## src/rtl/pong_ball_engine_pkg.sv

```systemverilog
// Shared types, default geometry and small velocity helpers for the pong ball engine.
package pong_ball_engine_pkg;

    // FSM state encodings, also visible on the state output.
    typedef enum logic [1:0] {
        S_MOVE   = 2'd0,
        S_SCORED = 2'd1,
        S_SERVE  = 2'd2,
        S_HALT   = 2'd3
    } state_e;

    // Paddle motion encodings.
    localparam logic [1:0] DIR_DOWN = 2'b01;
    localparam logic [1:0] DIR_UP   = 2'b10;

    // Default playfield geometry.
    localparam int FIELD_W_DEF     = 1024;
    localparam int FIELD_H_DEF     = 600;
    localparam int BALL_SIZE_DEF   = 30;
    localparam int PAD_L_X_DEF     = 62;
    localparam int PAD_R_X_DEF     = 962;
    localparam int MAX_SPEED_DEF   = 4;
    localparam int SERVE_DELAY_DEF = 60;
    localparam int XW_DEF          = 11;
    localparam int YW_DEF          = 10;
    localparam int SW_DEF          = 8;

    // Signed velocity word: holds -MAX_SPEED..+MAX_SPEED plus one step of headroom.
    localparam int VW = 4;
    typedef logic signed [VW-1:0] vel_t;

    function automatic vel_t vel_abs(input vel_t v);
        vel_t r;
        if (v[VW-1]) begin
            r = -v;
        end else begin
            r = v;
        end
        return r;
    endfunction

    function automatic vel_t vel_clamp(input vel_t v, input vel_t lim);
        vel_t r;
        if (v > lim) begin
            r = lim;
        end else if (v < -lim) begin
            r = -lim;
        end else begin
            r = v;
        end
        return r;
    endfunction

    // Vertical velocity picked by the paddle quarter that was struck.
    function automatic vel_t zone_vel(input logic [1:0] zone);
        vel_t r;
        case (zone)
            2'd0:    r = -4'sd2;
            2'd1:    r = -4'sd1;
            2'd2:    r = 4'sd1;
            2'd3:    r = 4'sd2;
            default: r = 4'sd0;
        endcase
        return r;
    endfunction

    // Spin contributed by a moving paddle.
    function automatic vel_t spin_vel(input logic [1:0] dir);
        vel_t r;
        case (dir)
            DIR_DOWN: r = 4'sd1;
            DIR_UP:   r = -4'sd1;
            default:  r = 4'sd0;
        endcase
        return r;
    endfunction

endpackage

```

## src/rtl/pong_ball_engine_if.sv

```systemverilog
// Game-side bundle of the ball engine: move strobe, halt, paddle inputs and ball outputs.
// master = game logic driving the engine, slave = the engine itself.
interface pong_ball_engine_if #(
    parameter int XW = 11,
    parameter int YW = 10,
    parameter int SW = 8
);
    logic          tick;
    logic          halt;
    logic [YW-1:0] p1_pos;
    logic [YW-1:0] p2_pos;
    logic [SW-1:0] p1_size;
    logic [SW-1:0] p2_size;
    logic [1:0]    p1_dir;
    logic [1:0]    p2_dir;
    logic [XW-1:0] ball_x;
    logic [YW-1:0] ball_y;
    logic          scored_p1;
    logic          scored_p2;
    logic          hit;
    logic [2:0]    speed;
    logic [1:0]    state;

    modport master (
        output tick, halt, p1_pos, p2_pos, p1_size, p2_size, p1_dir, p2_dir,
        input  ball_x, ball_y, scored_p1, scored_p2, hit, speed, state
    );

    modport slave (
        input  tick, halt, p1_pos, p2_pos, p1_size, p2_size, p1_dir, p2_dir,
        output ball_x, ball_y, scored_p1, scored_p2, hit, speed, state
    );
endinterface

```

## src/rtl/pong_ball_engine_hit_zone.sv

```systemverilog
// Paddle contact helper: vertical overlap of ball and paddle, and which quarter of
// the paddle the ball centre lines up with. Quarters come from shifts, no divider.
// A centre above the paddle top reads as quarter 0, below its bottom as quarter 3.
module pong_ball_engine_hit_zone #(
    parameter int YW        = 10,
    parameter int SW        = 8,
    parameter int BALL_SIZE = 30
) (
    input  logic [YW-1:0] ball_y_i,
    input  logic [YW-1:0] pad_pos_i,
    input  logic [SW-1:0] pad_size_i,
    output logic          overlap_o,
    output logic [1:0]    zone_o
);
    localparam int CW = ((YW > SW) ? YW : SW) + 3;
    localparam logic signed [CW-1:0] BALL_C = CW'(BALL_SIZE);
    localparam logic signed [CW-1:0] HALF_C = CW'(BALL_SIZE / 2);

    logic signed [CW-1:0] y_s;
    logic signed [CW-1:0] pos_s;
    logic signed [CW-1:0] size_s;
    logic signed [CW-1:0] c_s;
    logic signed [CW-1:0] q1_s;
    logic signed [CW-1:0] q2_s;
    logic signed [CW-1:0] q3_s;

    // Overlap test and quarter classification of the ball centre.
    always_comb begin
        y_s    = $signed({{(CW-YW){1'b0}}, ball_y_i});
        pos_s  = $signed({{(CW-YW){1'b0}}, pad_pos_i});
        size_s = $signed({{(CW-SW){1'b0}}, pad_size_i});
        q1_s   = $signed({{(CW-SW){1'b0}}, pad_size_i >> 3'd2});
        q2_s   = $signed({{(CW-SW){1'b0}}, pad_size_i >> 3'd1});
        q3_s   = q1_s + q2_s;
        c_s    = y_s + HALF_C - pos_s;

        if ((pad_size_i != '0) && (y_s + BALL_C >= pos_s) && (y_s < pos_s + size_s)) begin
            overlap_o = 1'b1;
        end else begin
            overlap_o = 1'b0;
        end

        if (c_s < q1_s) begin
            zone_o = 2'd0;
        end else if (c_s < q2_s) begin
            zone_o = 2'd1;
        end else if (c_s < q3_s) begin
            zone_o = 2'd2;
        end else begin
            zone_o = 2'd3;
        end
    end

endmodule

```

## src/rtl/pong_ball_engine.sv

```systemverilog
// Ball engine: variable speed, paddle hit-zone deflection, serve/score FSM with a
// serve delay and a halt freeze. Advances once per tick strobe.
// Optional build macro PONG_SPIN_EN: a moving paddle adds +/-1 spin to vy on a hit.
module pong_ball_engine
    import pong_ball_engine_pkg::*;
#(
    parameter int FIELD_W     = FIELD_W_DEF,
    parameter int FIELD_H     = FIELD_H_DEF,
    parameter int BALL_SIZE   = BALL_SIZE_DEF,
    parameter int PAD_L_X     = PAD_L_X_DEF,
    parameter int PAD_R_X     = PAD_R_X_DEF,
    parameter int MAX_SPEED   = MAX_SPEED_DEF,
    parameter int SERVE_DELAY = SERVE_DELAY_DEF,
    parameter int XW          = XW_DEF,
    parameter int YW          = YW_DEF,
    parameter int SW          = SW_DEF
) (
    input logic               clk,
    input logic               b_rst,
    pong_ball_engine_if.slave eng_if
);
    localparam int XC   = XW + 2;
    localparam int YC   = YW + 2;
    localparam int CNTW = $clog2(SERVE_DELAY + 1);

    localparam logic signed [XC-1:0] BALL_X = XC'(BALL_SIZE);
    localparam logic signed [XC-1:0] PAD_L  = XC'(PAD_L_X);
    localparam logic signed [XC-1:0] PAD_R  = XC'(PAD_R_X);
    localparam logic signed [XC-1:0] FW     = XC'(FIELD_W);
    localparam logic signed [XC-1:0] ZERO_X = XC'(0);
    localparam logic signed [YC-1:0] BALL_Y = YC'(BALL_SIZE);
    localparam logic signed [YC-1:0] FH     = YC'(FIELD_H);
    localparam logic signed [YC-1:0] ZERO_Y = YC'(0);

    localparam logic [XW-1:0]   CENTRE_X  = XW'((FIELD_W - BALL_SIZE) / 2);
    localparam logic [YW-1:0]   CENTRE_Y  = YW'((FIELD_H - BALL_SIZE) / 2);
    localparam logic [XW-1:0]   X_MAX     = XW'(FIELD_W - BALL_SIZE);
    localparam logic [YW-1:0]   Y_MAX     = YW'(FIELD_H - BALL_SIZE);
    localparam logic [XW-1:0]   PAD_L_POS = XW'(PAD_L_X);
    localparam logic [XW-1:0]   PAD_R_POS = XW'(PAD_R_X - BALL_SIZE);
    localparam vel_t            VMAX      = vel_t'(MAX_SPEED);
    localparam logic [CNTW-1:0] DELAY_INIT = CNTW'(SERVE_DELAY);

    state_e          state_q;
    logic [CNTW-1:0] cnt_q;
    logic [XW-1:0]   x_q;
    logic [YW-1:0]   y_q;
    vel_t            vx_q;
    vel_t            vy_q;
    logic [2:0]      speed_q;
    logic            serve_left_q;
    logic            hit_q;
    logic            scored_p1_q;
    logic            scored_p2_q;

    logic signed [XC-1:0] x_s;
    logic signed [XC-1:0] nx_s;
    logic signed [YC-1:0] y_s;
    logic signed [YC-1:0] ny_s;
    logic                 ovl1_s;
    logic                 ovl2_s;
    logic [1:0]           zone1_s;
    logic [1:0]           zone2_s;
    vel_t                 spin1_s;
    vel_t                 spin2_s;
    vel_t                 vx_up_s;
    vel_t                 vy_pad_s;
    logic                 hit_l_s;
    logic                 hit_r_s;
    logic                 miss_l_s;
    logic                 miss_r_s;
    logic [XW-1:0]        x_d;
    logic [YW-1:0]        y_d;
    vel_t                 vx_d;
    vel_t                 vy_d;

    pong_ball_engine_hit_zone #(.YW(YW), .SW(SW), .BALL_SIZE(BALL_SIZE)) u_zone_p1 (
        .ball_y_i   (y_q),
        .pad_pos_i  (eng_if.p1_pos),
        .pad_size_i (eng_if.p1_size),
        .overlap_o  (ovl1_s),
        .zone_o     (zone1_s)
    );

    pong_ball_engine_hit_zone #(.YW(YW), .SW(SW), .BALL_SIZE(BALL_SIZE)) u_zone_p2 (
        .ball_y_i   (y_q),
        .pad_pos_i  (eng_if.p2_pos),
        .pad_size_i (eng_if.p2_size),
        .overlap_o  (ovl2_s),
        .zone_o     (zone2_s)
    );

`ifdef PONG_SPIN_EN
    assign spin1_s = spin_vel(eng_if.p1_dir);
    assign spin2_s = spin_vel(eng_if.p2_dir);
`else
    // Direction inputs stay on the interface but have no effect in this build.
    logic unused_dir_s;
    assign unused_dir_s = ^{eng_if.p1_dir, eng_if.p2_dir};
    assign spin1_s = 4'sd0;
    assign spin2_s = 4'sd0;
`endif

    // Next ball position and velocity for one MOVE tick: paddles, then misses, then walls.
    always_comb begin
        x_s      = $signed({2'b00, x_q});
        y_s      = $signed({2'b00, y_q});
        nx_s     = x_s + XC'(vx_q);
        ny_s     = y_s + YC'(vy_q);
        vx_up_s  = vel_clamp(vel_abs(vx_q) + 4'sd1, VMAX);

        hit_l_s  = vx_q[VW-1] && (x_s >= PAD_L) && (nx_s <= PAD_L) && ovl1_s;
        hit_r_s  = !vx_q[VW-1] && (vx_q != 4'sd0) && (x_s + BALL_X <= PAD_R)
                   && (nx_s + BALL_X >= PAD_R) && ovl2_s;
        miss_l_s = !hit_l_s && !hit_r_s && (nx_s <= ZERO_X);
        miss_r_s = !hit_l_s && !hit_r_s && !miss_l_s && (nx_s + BALL_X >= FW);

        vx_d     = vx_q;
        vy_pad_s = vy_q;
        if (hit_l_s) begin
            x_d      = PAD_L_POS;
            vx_d     = vx_up_s;
            vy_pad_s = vel_clamp(zone_vel(zone1_s) + spin1_s, VMAX);
        end else if (hit_r_s) begin
            x_d      = PAD_R_POS;
            vx_d     = -vx_up_s;
            vy_pad_s = vel_clamp(zone_vel(zone2_s) + spin2_s, VMAX);
        end else if (miss_l_s) begin
            x_d = '0;
        end else if (miss_r_s) begin
            x_d = X_MAX;
        end else begin
            x_d = nx_s[XW-1:0];
        end

        // Walls reflect whatever vy the paddle stage produced, so both apply together.
        if (ny_s <= ZERO_Y) begin
            y_d  = '0;
            vy_d = vel_abs(vy_pad_s);
        end else if (ny_s + BALL_Y >= FH) begin
            y_d  = Y_MAX;
            vy_d = -vel_abs(vy_pad_s);
        end else begin
            y_d  = ny_s[YW-1:0];
            vy_d = vy_pad_s;
        end
    end

    // Serve/score FSM with all ball registers and one-clk pulses.
    always_ff @(posedge clk or negedge b_rst) begin
        if (!b_rst) begin
            state_q      <= S_SCORED;
            cnt_q        <= DELAY_INIT;
            x_q          <= CENTRE_X;
            y_q          <= CENTRE_Y;
            vx_q         <= 4'sd1;
            vy_q         <= 4'sd1;
            speed_q      <= 3'd1;
            serve_left_q <= 1'b0;
            hit_q        <= 1'b0;
            scored_p1_q  <= 1'b0;
            scored_p2_q  <= 1'b0;
        end else begin
            hit_q       <= 1'b0;
            scored_p1_q <= 1'b0;
            scored_p2_q <= 1'b0;
            if (eng_if.halt) begin
                state_q <= S_HALT;
            end else if (state_q == S_HALT) begin
                state_q <= S_SCORED;
                cnt_q   <= DELAY_INIT;
            end else if (eng_if.tick) begin
                case (state_q)
                    S_SCORED: begin
                        if (cnt_q == '0) begin
                            state_q <= S_SERVE;
                            x_q     <= CENTRE_X;
                            y_q     <= CENTRE_Y;
                            vx_q    <= serve_left_q ? -4'sd1 : 4'sd1;
                            vy_q    <= 4'sd1;
                            speed_q <= 3'd1;
                        end else begin
                            cnt_q <= cnt_q - CNTW'(1);
                        end
                    end
                    S_SERVE: begin
                        state_q <= S_MOVE;
                    end
                    S_MOVE: begin
                        x_q     <= x_d;
                        y_q     <= y_d;
                        vx_q    <= vx_d;
                        vy_q    <= vy_d;
                        speed_q <= 3'(vel_abs(vx_d));
                        hit_q   <= hit_l_s | hit_r_s;
                        if (miss_l_s) begin
                            state_q      <= S_SCORED;
                            cnt_q        <= DELAY_INIT;
                            serve_left_q <= 1'b1;
                            scored_p2_q  <= 1'b1;
                        end else if (miss_r_s) begin
                            state_q      <= S_SCORED;
                            cnt_q        <= DELAY_INIT;
                            serve_left_q <= 1'b0;
                            scored_p1_q  <= 1'b1;
                        end
                    end
                    default: begin
                        state_q <= S_SCORED;
                        cnt_q   <= DELAY_INIT;
                    end
                endcase
            end
        end
    end

    assign eng_if.ball_x    = x_q;
    assign eng_if.ball_y    = y_q;
    assign eng_if.scored_p1 = scored_p1_q;
    assign eng_if.scored_p2 = scored_p2_q;
    assign eng_if.hit       = hit_q;
    assign eng_if.speed     = speed_q;
    assign eng_if.state     = state_q;

endmodule

```

## src/flat_wrapper.sv

```systemverilog
// flat-port wrapper written by rule: the top's interface ports become plain ports
module pong_ball_engine_flat import pong_ball_engine_pkg::*;
#(
    parameter int FIELD_W     = FIELD_W_DEF,
    parameter int FIELD_H     = FIELD_H_DEF,
    parameter int BALL_SIZE   = BALL_SIZE_DEF,
    parameter int PAD_L_X     = PAD_L_X_DEF,
    parameter int PAD_R_X     = PAD_R_X_DEF,
    parameter int MAX_SPEED   = MAX_SPEED_DEF,
    parameter int SERVE_DELAY = SERVE_DELAY_DEF,
    parameter int XW          = XW_DEF,
    parameter int YW          = YW_DEF,
    parameter int SW          = SW_DEF
)
  (clk, b_rst, eng_if_tick, eng_if_halt, eng_if_p1_pos, eng_if_p2_pos, eng_if_p1_size, eng_if_p2_size, eng_if_p1_dir, eng_if_p2_dir, eng_if_ball_x, eng_if_ball_y, eng_if_scored_p1, eng_if_scored_p2, eng_if_hit, eng_if_speed, eng_if_state);
  pong_ball_engine_if #(.XW(XW), .YW(YW), .SW(SW)) eng_if_i ();
  input logic clk;
  input logic b_rst;
  input wire logic [$bits(eng_if_i.tick)-1:0] eng_if_tick;
  input wire logic [$bits(eng_if_i.halt)-1:0] eng_if_halt;
  input wire logic [$bits(eng_if_i.p1_pos)-1:0] eng_if_p1_pos;
  input wire logic [$bits(eng_if_i.p2_pos)-1:0] eng_if_p2_pos;
  input wire logic [$bits(eng_if_i.p1_size)-1:0] eng_if_p1_size;
  input wire logic [$bits(eng_if_i.p2_size)-1:0] eng_if_p2_size;
  input wire logic [$bits(eng_if_i.p1_dir)-1:0] eng_if_p1_dir;
  input wire logic [$bits(eng_if_i.p2_dir)-1:0] eng_if_p2_dir;
  output wire logic [$bits(eng_if_i.ball_x)-1:0] eng_if_ball_x;
  output wire logic [$bits(eng_if_i.ball_y)-1:0] eng_if_ball_y;
  output wire logic [$bits(eng_if_i.scored_p1)-1:0] eng_if_scored_p1;
  output wire logic [$bits(eng_if_i.scored_p2)-1:0] eng_if_scored_p2;
  output wire logic [$bits(eng_if_i.hit)-1:0] eng_if_hit;
  output wire logic [$bits(eng_if_i.speed)-1:0] eng_if_speed;
  output wire logic [$bits(eng_if_i.state)-1:0] eng_if_state;
  assign eng_if_i.tick = eng_if_tick;
  assign eng_if_i.halt = eng_if_halt;
  assign eng_if_i.p1_pos = eng_if_p1_pos;
  assign eng_if_i.p2_pos = eng_if_p2_pos;
  assign eng_if_i.p1_size = eng_if_p1_size;
  assign eng_if_i.p2_size = eng_if_p2_size;
  assign eng_if_i.p1_dir = eng_if_p1_dir;
  assign eng_if_i.p2_dir = eng_if_p2_dir;
  assign eng_if_ball_x = eng_if_i.ball_x;
  assign eng_if_ball_y = eng_if_i.ball_y;
  assign eng_if_scored_p1 = eng_if_i.scored_p1;
  assign eng_if_scored_p2 = eng_if_i.scored_p2;
  assign eng_if_hit = eng_if_i.hit;
  assign eng_if_speed = eng_if_i.speed;
  assign eng_if_state = eng_if_i.state;
  pong_ball_engine #(.FIELD_W(FIELD_W), .FIELD_H(FIELD_H), .BALL_SIZE(BALL_SIZE), .PAD_L_X(PAD_L_X), .PAD_R_X(PAD_R_X), .MAX_SPEED(MAX_SPEED), .SERVE_DELAY(SERVE_DELAY), .XW(XW), .YW(YW), .SW(SW)) u_core (.clk(clk), .b_rst(b_rst), .eng_if(eng_if_i));
endmodule
```

## config.mk

```make
export PLATFORM = sky130hd
export DESIGN_NAME = pong_ball_engine_flat
export DESIGN_NICKNAME = d
export VERILOG_FILES = /design/src/rtl/pong_ball_engine_pkg.sv /design/src/rtl/pong_ball_engine_if.sv /design/src/rtl/pong_ball_engine_hit_zone.sv /design/src/rtl/pong_ball_engine.sv /design/src/flat_wrapper.sv
export SDC_FILE = /design/constraint.sdc
export NUM_CORES = 1
export LEC_CHECK = 0
export CAP_MARGIN = 20
export CORE_MARGIN = 2
export CORE_UTILIZATION = 40
export DETAILED_ROUTE_END_ITERATION = 8
export GPL_ROUTABILITY_DRIVEN = 0
export SYNTH_ARGS = -nofsm -noshare
export SYNTH_HDL_FRONTEND = slang
export SYNTH_SLANG_ARGS = --single-unit
```

## constraint.sdc

```tcl
create_clock -name clk -period 5.65 [get_ports clk]
set_input_delay 0.565 -clock clk [delete_from_list [all_inputs] [get_ports clk]]
set_output_delay 0.565 -clock clk [all_outputs]
set_load 0.03 [all_outputs]
```

==> impl_metrics.csv <==
group,metric,value,unit
run_status,status,"completed",
setup_path,worstPathMaxFanout,4,
setup_path,cp.required,5830,ps
synth,syn-cell-area,8500,µm²
synth,synth_most_common_cell,"sky130_fd_sc_hd__ha_1",
setup_path,worst_path_dominant_cell_family,"compound AO/OA/AOI/OAI gates",
setup_path,crit_type,"flop to flop",
floorplan,design.portCount,73,
clocking,clk_pin_slew,60,ps
routing,vias_per_cell,5.48,
setup_path,timing.critical_path.buf_inv,6,
synth,post_synth_net_total,1292,
synth,ys_ff_latch,43,
timing,setup-violations-final,0,
floorplan,floorplan.die.height,150,µm
setup_path,critical_path.max_stage_delay,420,ps
synth,async_flop_share,100,%
hold_path,hold_class,"input port to asynchronous set/reset pin",
timing,final.setup_skew,6.31,ps
synth,synthesis.yosys.warnings,0,
routing,remaining_drcs,0,
timing,maxClockFrequency,0.183,GHz
synth,netlist_instances,1060,
timing,holdWs,438,ps
finish,layout-drive-gt1-share,19.5,%
finish,antenna-diode-count,0,
synth,synth.yosys.seq_area_share,12.9,%
finish,nets,1469,
clocking,cts_made_buffers,5,
setup_path,timing.critical_path.from_type,"flop",
routing,drt_first_pass_iters,5,
synth,synth_top_cells_by_count,"sky130_fd_sc_hd__ha_1 (180), sky130_fd_sc_hd__a21oi_1 (88), sky130_fd_sc_hd__nor2_1 (84)",
floorplan,coreArea,21000,µm²
placed_design,port_buffers,68,
setup_path,arrival_time_at_the_worst_endpoint,5630,ps
placed_design,place_ws,-296,ps
clocking,root_buffer_cell,"sky130_fd_sc_hd__clkbuf_16",
clocking,cts.sink_count,43,
clocking,htree_num_levels,2,
synth,synth_edf_count,0,
timing,worst_slack,199,ps
floorplan,placementRows,53,
floorplan,die_width,150,µm
clocking,tritoncts_clock_tree,"built",
power_and_ir_drop,peak_supply_drop,0.000263,V
routing,drt_iter0_drc,573,
floorplan,floorplan.die_area,22400,µm²
routing,totalWireLength,24.0,mm
global_route,vias_in_the_first_global_route,7875,
global_route,antenna_found_initial,0,
routing,ant_nets,0,
setup_path,crit_slowest_cell,"sky130_fd_sc_hd__dfrtp_2",
placed_design,detailedPlacementHpwl,19.6,mm
synth,yosysUniqueCellTypes,85,
synth,syn-mean-instance-area,8.02,µm²
global_route,grt_util_all_layers,21.2,%
global_route,grt_max_degree,44,
synth,yosysTopAreaCellShare,26.5,%
synth,leading_area_contributor_after_synthesis,"sky130_fd_sc_hd__ha_1",
setup_path,worst_path_most_repeated_cell,"sky130_fd_sc_hd__ha_4",
power_and_ir_drop,power.leakage,0.00517,µW
timing,slew_at_the_pin_with_the_worst_max_slew_slack,982,ps
timing,final-max-slew-violation-count,0,
clocking,cts_hold_repair.buffers,0,
global_route,grt_first_pass_wirelength,39.0,mm
timing,relSlewSlack,34.5,%
flow_run,drv_cap,0,
finish,areaGrowthSynthToFinish,29.1,%
routing,via_count,8284,
routing,wirelength_per_cell,15.8,µm
global_route,total_global_routing_overflow,0,
clocking,worst_skew_pair.late_latency,290,ps
power_and_ir_drop,powerDensity,590,nW/µm²
floorplan,initial_utilization,40.6,%
synth,ys.flop_type,"sky130_fd_sc_hd__dfrtp_1",
clocking,cts_buffer_depth,2,
setup_path,crit_path_end_kind,"flop",
timing,min_period_over_period,96.5,%
synth,synth.top_cells.by_area,"sky130_fd_sc_hd__ha_1 (26%), sky130_fd_sc_hd__dfrtp_1 (7.4%), sky130_fd_sc_hd__dfstp_2 (5.6%)",
timing,post-route-min-period,5450,ps
timing,report.final.hold_viol_count,0,
worst register-to-register path, delay by kind of cell, from the launching register on:
family,cells,cell delay (ps)
buffers and inverters,6,680
DFF,1,420
adders and majority gates,6,1290
and+or+nand+nor,6,1060
AOI/OAI and AO/OA,12,1630
muxes,1,270
power breakdown:
group          total [µW]  switching [µW]  leakage, µW  internal, µW
clock                 285             122    0.0000669           163
combinational        5520            3020      0.00459          2500
sequential            671             212     0.000510           459
total                6470            3350      0.00517          3120
cell families after synthesis:
group	Yosys count	synth area share [%]
adders and majority gates	188	28.4
AOI/OAI and AO/OA	331	26.6
DFF	43	12.9
muxes	8	0.972
and+or+nand+nor	314	18.9
buffers and inverters	101	4.56
xor gates and xnor gates	75	7.73
final timing paths:
path / from / to / slack, ps / depth (start not counted)
min in group clk: u_core.cnt_q[4] / u_core.cnt_q[4] / 480 / 2
setup reg to reg: u_core.eng_if.ball_y[1] / u_core.vy_q[1] / 200 / 31
hold reg to reg: u_core.cnt_q[4] / u_core.cnt_q[4] / 480 / 2
max in group asynchronous: b_rst / u_core.eng_if.ball_y[1] / 4530 / 1
hold / removal: b_rst / u_core.eng_if.state[1] / 440 / 1
setup / recovery: u_core.eng_if.ball_y[1] / u_core.vy_q[1] / 200 / 31
cell usage in the layout (no fill, tap or decap), types with 24 or more instances in the layout:
cell type and n:
sky130_fd_sc_hd__a21o_1 31, sky130_fd_sc_hd__a21oi_1 78, sky130_fd_sc_hd__clkdlybuf4s50_1 62, sky130_fd_sc_hd__xor2_1 26, sky130_fd_sc_hd__ha_1 164, sky130_fd_sc_hd__nor2_1 80, sky130_fd_sc_hd__o21ai_0 45, sky130_fd_sc_hd__buf_4 116
sky130_fd_sc_hd__inv_1 81, sky130_fd_sc_hd__dfrtp_1 24, sky130_fd_sc_hd__nand2_1 66, sky130_fd_sc_hd__xnor2_1 42, sky130_fd_sc_hd__nand2b_1 25
metal layers:
metal	GRT usage (%)	vias up	wire, µm
li1	-	4279	-
met1	29.8	3858	11500
met2	36.9	138	11500
met3	1.13	9	871
met4	2.26	0	125
met5	0	-	0
metrics by stage:
stage                     util [%]  total power [µW]  cell area (µm²)  std cells  TNS (ps)
after floorplan                  -              4130             8510       1060         0
after global placement        49.1              5640            10300       1496      -554
after detailed placement      49.1              5710            10300       1496      -992
after CTS                     50.0              6080            10500       1505         0
after global routing          52.4              7150            11000       1513     -43.6
final                         52.4              6470            11000       1513         0
timing repair:
item,CTS,global route
resized for setup,13,90
hold endpoints to repair,0,0
setup endpoints to repair,2,5
buffers inserted,1,7
pin swaps,5,39
cell type report:
cell class / count / area, µm²
Multi-Input combinational cell: 916 / 7470
Timing Repair Buffer: 187 / 1600
Clock inverter: 2 / 12.5
Fill cell: 2054 / 9980
Tap cell: 275 / 344
Inverter: 84 / 318
Clock buffer: 6 / 129
Sequential cell: 43 / 1100
registers in the layout, summed over array words and instances (netlist names):
signal                   cells
u_core.eng_if.ball_x        11
u_core.eng_if.ball_y        10
u_core.cnt_q                 6
u_core.vy_q                  4
u_core.eng_if.speed          3
u_core.vx_q                  3
u_core.eng_if.state          2
u_core.eng_if.hit            1
u_core.eng_if.scored_p1      1
u_core.eng_if.scored_p2      1
u_core.serve_left_q          1
Power figures use the tool's default switching activity.
==> patch (same settings) <==
Reset style: synchronous (`b_rst`), changed in one clocked block.
--- a/src/rtl/pong_ball_engine.sv
+++ b/src/rtl/pong_ball_engine.sv
@@ -149,3 +149,3 @@
     // Serve/score FSM with all ball registers and one-clk pulses.
-    always_ff @(posedge clk or negedge b_rst) begin
+    always_ff @(posedge clk) begin
         if (!b_rst) begin
Check against the original RTL: differs if b_rst is asserted again (counterexample within 4 cycles, from zero or initial values and one cycle with b_rst low); with b_rst held inactive, the same outputs for 10 cycles.
==> patch against the original RTL <==
Critical path depth shrank 5; synthesized area shrank 0.19%; worst hold slack gained 0.056 ns; cell count grew 4.0%; die area shrank 0.19%; sequential cell count is the same; routed wire length grew 1.7%; worst setup slack gained 0.0073 ns; highest routed layer unchanged; design area grew 2.3%; critical path type unchanged.
Power is left out: it rests on default switching activity, and per cell area and clock period it moved more than threefold.
==> patch: results (changes against the original RTL) <==
- The run finished with clean final reports.
- The beginning of the worst register-to-register path is u_core.eng_if.ball_y[0]$_SDFFE_PN1P_.
- The share of final-layout standard cells stronger than drive strength 1 is 0.212 (+0.0178).
- The met2 demand-to-capacity share in global routing came to 0.362 (-0.00665).
- The endpoint of the lowest-slack register-to-register path is u_core.vy_q[3]$_SDFFE_PN0P_.
- The clock buffer and inverter area fraction after layout is 0.0155 (+0.00260).
- The non-clock buffering overhead in the final layout is 0.167 (+0.0212).
- The share of flip-flops with an asynchronous set or reset is 0 (-1.00).
- The share of the yosys chip area belonging to registers is 0.101 (-0.0278).
- The number of instances in the placed design is 1543 (+3.1%).
- The first-pass GRT wire length is 39300 um (+0.65%).
- The final HPWL from detailed placement is 19600 um (-0.14%).
- The non-clock inverter instance count of the final layout is 95 (+13%).
- The clock skew after layout was 0.00588 ns (-0.000432 ns).
- The total length of routed met2 wires is 11300 um (-1.3%).
- The utilization of the core after routing is 0.537 (+0.0139).
- The layout multi-input combinational cell count came to 927 (+1.2%).
- The sequential standard cell area was 870 sq um (-21%).
- The dominant delay contributor by cell family on the critical path is simple AND/OR/NAND/NOR gates.
- The total length of routed met3 wires is 852 um (-2.2%).
- The total track usage is 0.213 (+0.00169).
- The pre-CTS worst setup slack is -0.722 ns (-0.426 ns).
- The peak per-stage delay on the critical path is 0.52 ns (+0.10 ns).
- The number of filler cells placed in the layout came to 1971 (-4.0%).
- The via count is 8502 (+2.6%).
- The commonest cells after synthesis are ha_1, inv_1, a21oi_1.
- The number of cells in the finished layout apart from fillers is 1574 (+4.0%).
- The cell with the largest stage delay on the worst path is or4_1.
- The final wirelength was 24400 um (+1.7%).
- The time the final worst path needs with I/O delays and setup is 5.44 ns (-0.00731 ns).
- The max-slew headroom at the worst pin is 0.434 (+0.0884).
- The proportion of cell area occupied by multi-input gates is 0.677 (-0.00377).
- The TritonCTS buffer count is 5 (unchanged).
- The global-route met3 utilization came to 0.0149 (+0.00366).
- The worst hold slack after final layout is 0.494 ns (+0.0562 ns).
- The count of non-CTS buffers in the layout is 226 (+21%).
- The path class of the lowest-slack min-delay path is reg2reg.
- The fraction of the mapped netlist area in adder cells came to 0.280 (-0.00388).
- The path depth of the worst reg2reg path was 26 (-16%).
- The most instantiated flip-flop cell in the synthesis netlist is dfxtp_1.
- The XOR/XNOR share of the synthesized area came to 0.0743 (-0.00295).
- The global-route met1 utilization came to 0.299 (+0.000922).
- The post-synthesis net count is 1321 (+2.2%).
- The sum of routed wire segments on met1 is 11900 um (+3.2%).
- The mean area per synthesized cell is 7.77 sq um (-3.1%).
- The share of the synthesized area in compound gates (AO/OA/AOI/OAI) is 0.262 (-0.00333).
- The number of DRC violations after detailed-routing iteration 0 is 481 (-16%).
patch: cell types whose count changed after synthesis, sizes merged, moves of 7 or more:
| cell | before | now |
|---|---|---|
| nor2 | 84 | 72 |
| a211o | 8 | 0 |
| o21a | 11 | 21 |
| mux2i | 6 | 17 |
| nand2 | 69 | 81 |
| dfxtp | 0 | 43 |
| clkbuf | 12 | 19 |
| nor2b | 24 | 37 |
| dfrtp | 25 | 0 |
| inv | 84 | 95 |
| dfstp | 18 | 0 |
patch: what timing repair did:
| action | CTS | global route |
|---|---|---|
| resized for setup | 32 | 94 |
| setup buffers | 9 | 15 |
| endpoints found under the setup margin | 3 | 4 |
| pin swaps | 25 | 53 |
patch: kinds of logic (layout without fill, tap and decap cells):
logic type                 Yosys count  after routing
adders and majority gates          185            185
and+or+nand+nor                    326            326
buffers and inverters              122            329
DFF                                 43             43
AOI/OAI and AO/OA                  323            323
muxes                               21             21
xor gates and xnor gates            72             72
